## src/rtl/crc24.sv

```systemverilog
// Byte-parallel CRC-24 (default LTE gCRC24A), MSB first, zero init, no reflection or final XOR.
// Optional CRC24_VALID_EN adds a crc_valid flag that rises after the last compute cycle.
module crc24 #(
    parameter logic [23:0] POLY = 24'h864CFB
) (
    input  logic        clk,
    input  logic        reset,
    input  logic        init,
    input  logic        en_com,
    input  logic [7:0]  d_in,
    output logic [23:0] crc_out
`ifdef CRC24_VALID_EN
    ,
    output logic        crc_valid
`endif
);

    logic [7:0]  byte_q;
    logic [23:0] crc_q;

    // Eight serial LFSR steps unrolled into one cycle, bit 7 first.
    function automatic logic [23:0] crc_byte(input logic [23:0] c, input logic [7:0] b);
        logic [23:0] r;
        logic        fb;
        r = c;
        for (int i = 7; i >= 0; i--) begin
            fb = r[23] ^ b[i];
            r  = {r[22:0], 1'b0} ^ (fb ? POLY : 24'h000000);
        end
        return r;
    endfunction

    always_ff @(posedge clk) begin
        if (reset) begin
            byte_q <= 8'h00;
        end else begin
            byte_q <= d_in;
        end
    end

    // The byte folded here is the one captured on the previous edge.
    always_ff @(posedge clk) begin
        if (reset) begin
            crc_q <= 24'h000000;
        end else if (init) begin
            crc_q <= 24'h000000;
        end else if (en_com) begin
            crc_q <= crc_byte(crc_q, byte_q);
        end
    end

    assign crc_out = crc_q;

`ifdef CRC24_VALID_EN
    logic en_q;

    always_ff @(posedge clk) begin
        if (reset) begin
            en_q      <= 1'b0;
            crc_valid <= 1'b0;
        end else begin
            en_q <= en_com;
            if (init || en_com) begin
                crc_valid <= 1'b0;
            end else if (en_q) begin
                crc_valid <= 1'b1;
            end
        end
    end
`endif

endmodule

```

## config.mk

```make
export PLATFORM = sky130hd
export DESIGN_NAME = crc24
export DESIGN_NICKNAME = d
export VERILOG_FILES = /design/src/rtl/crc24.sv
export SDC_FILE = /design/constraint.sdc
export NUM_CORES = 1
export LEC_CHECK = 0
export CORE_ASPECT_RATIO = 2
export CORE_UTILIZATION = 40
export CTS_CLUSTER_DIAMETER = 150
export DETAILED_ROUTE_END_ITERATION = 10
export PLACE_DENSITY = 0.65
export SLEW_MARGIN = 20
export SYNTH_ARGS = -nofsm -noshare
export SYNTH_HDL_FRONTEND = slang
export SYNTH_SLANG_ARGS = --single-unit
export TNS_END_PERCENT = 1
```

## constraint.sdc

```tcl
create_clock -name clk -period 3 [get_ports clk]
set_clock_uncertainty 0.05 [all_clocks]
set_input_delay 0.9 -clock clk [delete_from_list [all_inputs] [get_ports clk]]
set_output_delay 0.9 -clock clk [all_outputs]
set_load 0.05 [all_outputs]
```

==> After elaboration in Yosys (flattened, before gate mapping) <==
Index checks and enable logic that the tools add are counted.
{ "word_totals": {"in_bits": 12, "wordCells": 27, "regBits": 32} }
{ "op_classes": {"bitwise": 16, "muxes": 8, "n_reduce_logical": 1} }
{ "ops": {"columns": ["op", "n"], "rows": [
  ["24-bit 2-to-1 mux", 8],
  ["24-bit XOR", 8],
  ["1-bit XOR", 8],
  ["2-bit OR reduction", 1]
]} }

==> Logic depth before layout (Yosys ltp) <==
{ "logic_depth": {"depth_word": 24, "mapped_depth": 5, "depth_no_buf": 5} }

==> Least setup slack after synthesis <==
OpenSTA, ideal clock, no wires.
{ "synth_timing": {"path_kind": "register to register", "from": "reg crc_q[16], in the netlist crc_out[16]", "to": "reg crc_q[5], in the netlist crc_out[5]", "period_less_slack_ns": 2.383, "setup_slack_ns": 0.617, "path_stages_with_launch": 6, "arrival_ns": 2.218, "setup_ns": 0.115, "path_buffers": 0, "path_cell_list": "dfxtp_1 > xnor2_4 > xnor2_4 > xor3_2 > xnor3_1 > o21a_1"} }
{ "synth_between": {"elab_chain_cells": 10} }
{ "synth_rtl": {"columns": ["item", "line_no", "text"], "rows": [
  ["start, declared", "19", "logic [23:0] crc_q;"],
  ["start signal, assigned", "48", "crc_q <= crc_byte(crc_q, byte_q);"],
  ["24-bit XOR (7 in series)", "28", "r = {r[22:0], 1'b0} ^ (fb ? POLY : 24'h000000);"],
  ["1-bit XOR", "27", "fb = r[23] ^ b[i];"],
  ["24-bit 2-to-1 mux", "28", null],
  ["24-bit XOR", "28", null]
]} }
Every way passes these cells.
A chain may end at the register's enable or synchronous reset.

==> Worst setup path in the final report <==
{ "layout_timing": {"from": "reg crc_q[16], in the netlist crc_out[16]", "to": "out crc_out[16]"} }
{ "layout_lines": {"columns": ["item", "line_no", "text"], "rows": [
  ["end, declared", "11", "output logic [23:0] crc_out"]
]} }
No word-level cell between the ends.

==> metrics.cfg <==
[setup_path]
arrival_time_reported_for_the_critical_path_endpoint_ps=1580
cp_slowest_stage_delay_ps=850
timing.reg2reg.worst_path_depth=5
worstSetupStartpoint=crc_out[16]$_SDFFE_PP0P_
worst-path-buf-inv=1
reg2reg_from=crc_out[20]$_SDFFE_PP0P_
worstPathMaxFanout=3
critPathKind=flip-flop to output pin
critPathLaunchType=flip-flop
timing.critical_path.max_delay_family=buffers and inverters
worst_ep_required_time_ps=2050
timing.rr.end=crc_out[5]$_SDFFE_PP0P_
crit_path_cell_trace=clkdlybuf4s50_1
worstSetupEndpoint=crc_out[16]
regToRegSetupSlack_ps=800
endpoint_kind=output pin
crit_slowest_cell=clkdlybuf4s50_1
timing.critical_path.depth=1

[final_layout]
drive_above_1_share_pct=9.28
nNetsFinal=206
areaGrowthSynthToFinish_pct=28.8
n_antenna_cell=0
final_util_pct=53.5

[floorplanning]
start_util_pct=41.5
num_rows=33
core_area_um2=4090
design.die.area_um2=4520
die_h_um=94.1
io_pins=36
die_w_um=48.1

[timing]
transition_time_at_the_pin_with_the_least_slew_margin_ps=672
layout_min_cycle_time_ps=2530
rsz0062_at_grt=false
max-slew-margin-rel_pct=54.9
timing_max_transition_violations_final=0
setup_tns_ps=0
min_period_over_period_pct=84.4
finalHoldViolations=0
finalSetupViolations=0
fmax_ghz=0.395

[drt]
firstDrtPassIters=4
wl_per_cell_um=13.8
drt-initial-drc-count=36
route.detailed.vias_per_inst=4.70
detail_route.drc_violations=0
drt_wl_total_um=3400
antenna_violating_nets_post_route=0
dr_total_vias=1156

[global_routing]
grt-ovfl-total=0
pin_count_of_the_biggest_net_entering_global_routing=21
first_global_vias=1188
grt_first_pass_wirelength_um=5720
grt_antenna_before_repair=0
grt.total_usage_pct=18.3

[synthesis]
postSynthAreaPerCell_um2=10.9
ys.flop_type=dfxtp_1
post_synthesis_net_count=167
mappedNetlistArea_um2=1700
ys_types=23
yosysSeqAreaShare_pct=37.8
async_flop_share_pct=0
synth_warnings=0
syn_inst=155
synth-seq-cells=32
synth_enable_flop_cells=0

[power]
total_internal_power_w=0.00127
combinational_share_of_power_pct=59.1
seqPwrFrac_pct=26.1
share_clk_of_total_power_pct=14.8
power.net_switching_w=0.000830
power.share.switching_pct=39.5
power.static_leakage_nw=0.835
power-per-cell-area_nw_per_um2=960
vdd_ir_drop_max_mv=0.525

[clock_network]
cts.clk_slew.worst_paths_ps=60
tritoncts_sink_count=32
post_cts_repair_timing_setup_buffer_count=0
post_cts_resized=0
h_tree_depth=2
tritoncts=yes
cts.path.max_buffers=2
clock_insertion_delay_worst_skew_ps=290
clock_tree.root_cell=clkbuf_8
count_of_hold_buffers_inserted_by_post_cts_repair=0
numCtsBuffers=5

[placement]
detailed_place_hpwl_um=2650
routabilityCongestion=0.768
placement.io_buffers=35

[flow_run]
drv.max_cap_violation_count=0

[hold_path]
worst_min_delay_path_class=flip-flop to flip-flop

[outcome]
status=completed

## sequential cells by signal, indices dropped and copies added, names as in the netlist
| name | count |
|---|---|
| byte_q | 8 |
| crc_out | 24 |
## cells in the final DEF (no fill, tap or decap), drive strengths merged, types with 2 or more instances in the layout
| master | instances |
|---|---|
| xor3 | 3 |
| xnor3 | 4 |
| buf | 2 |
| o22ai | 2 |
| nor2b | 8 |
| nand3 | 3 |
| mux2i | 10 |
| xnor2 | 44 |
| clkbuf | 6 |
| nor2 | 19 |
| dfxtp | 32 |
| a211oi | 6 |
| o21ai | 4 |
| clkdlybuf4s50 | 35 |
| a21oi | 2 |
| nand2 | 4 |
| xor2 | 5 |
## per-layer routing
metal  global-route usage [%]  wire, um
met1                     19.5      1300
met4                     7.87        89
met3                     4.62       103
met5                        0         0
met2                     31.5      1900
## power groups by stage
stage	combinational (W)	clock (W)	sequential, W
finish	0.00124	0.000310	0.000548
global route	0.00134	0.000336	0.000556
CTS	0.00126	0.000314	0.000550
detailed placement	0.00125	0	0.000559
global placement	0.00123	0	0.000556
floorplan	0.000813	0	0.000731
## cell type report
type | count | area (um^2)
fill | 373 | 1900
multi-input combinational | 117 | 1030
sequential | 32 | 641
timing repair buffer | 37 | 365
clock buffer | 6 | 72.6
tap | 52 | 65.1
clock inverter | 1 | 5.00
inverter | 1 | 3.75
## cells in the mapped netlist (3+ instances only)
cell type / number / area share, %
xnor3_1: 4 / 5.3
clkbuf_1: 4 / 0.88
nor2_1: 19 / 4.2
dfxtp_1: 32 / 38
xnor2_1: 36 / 19
nand2_1: 4 / 0.88
nor2b_1: 8 / 2.9
o21ai_0: 4 / 1.2
nand3_1: 3 / 0.88
mux2i_1: 10 / 5.9
xor2_1: 5 / 2.6
xnor2_2: 6 / 5.8
a211oi_1: 6 / 2.7
## stage by stage
step,area [um^2],hold WS [ps],total power [W],setup slack (ps),std cells
after floorplan,1700,655,0.00154,617,155
after global placement,2110,437,0.00179,601,239
after detailed placement,2110,443,0.00181,573,239
after CTS,2190,456,0.00212,454,246
after global routing,2190,482,0.00223,420,246
final,2190,448,0.00210,468,246
## kinds of logic after synthesis
logic type | count (synthesis) | share of synthesized area (%)
xor+xnor | 56 | 39.7
simple gates | 36 | 9.66
flops | 32 | 37.8
compound gates | 15 | 5.60
mux | 10 | 5.90
buf+inv | 6 | 1.33
## worst min path at each step
stage,from,to,slack [ps],cells past startpoint
6_report,crc_out[18]$_SDFFE_PP0P_,crc_out[18]$_SDFFE_PP0P_,450,2
5_1_grt,crc_out[18]$_SDFFE_PP0P_,crc_out[18]$_SDFFE_PP0P_,480,2
4_1_cts,crc_out[18]$_SDFFE_PP0P_,crc_out[18]$_SDFFE_PP0P_,460,2
3_5_place_dp,crc_out[18]$_SDFFE_PP0P_,crc_out[18]$_SDFFE_PP0P_,440,2
3_3_place_gp,crc_out[18]$_SDFFE_PP0P_,crc_out[18]$_SDFFE_PP0P_,440,2
2_1_floorplan,crc_out[18]$_SDFFE_PP0P_,crc_out[18]$_SDFFE_PP0P_,660,2
Power figures use the tool's default switching activity.
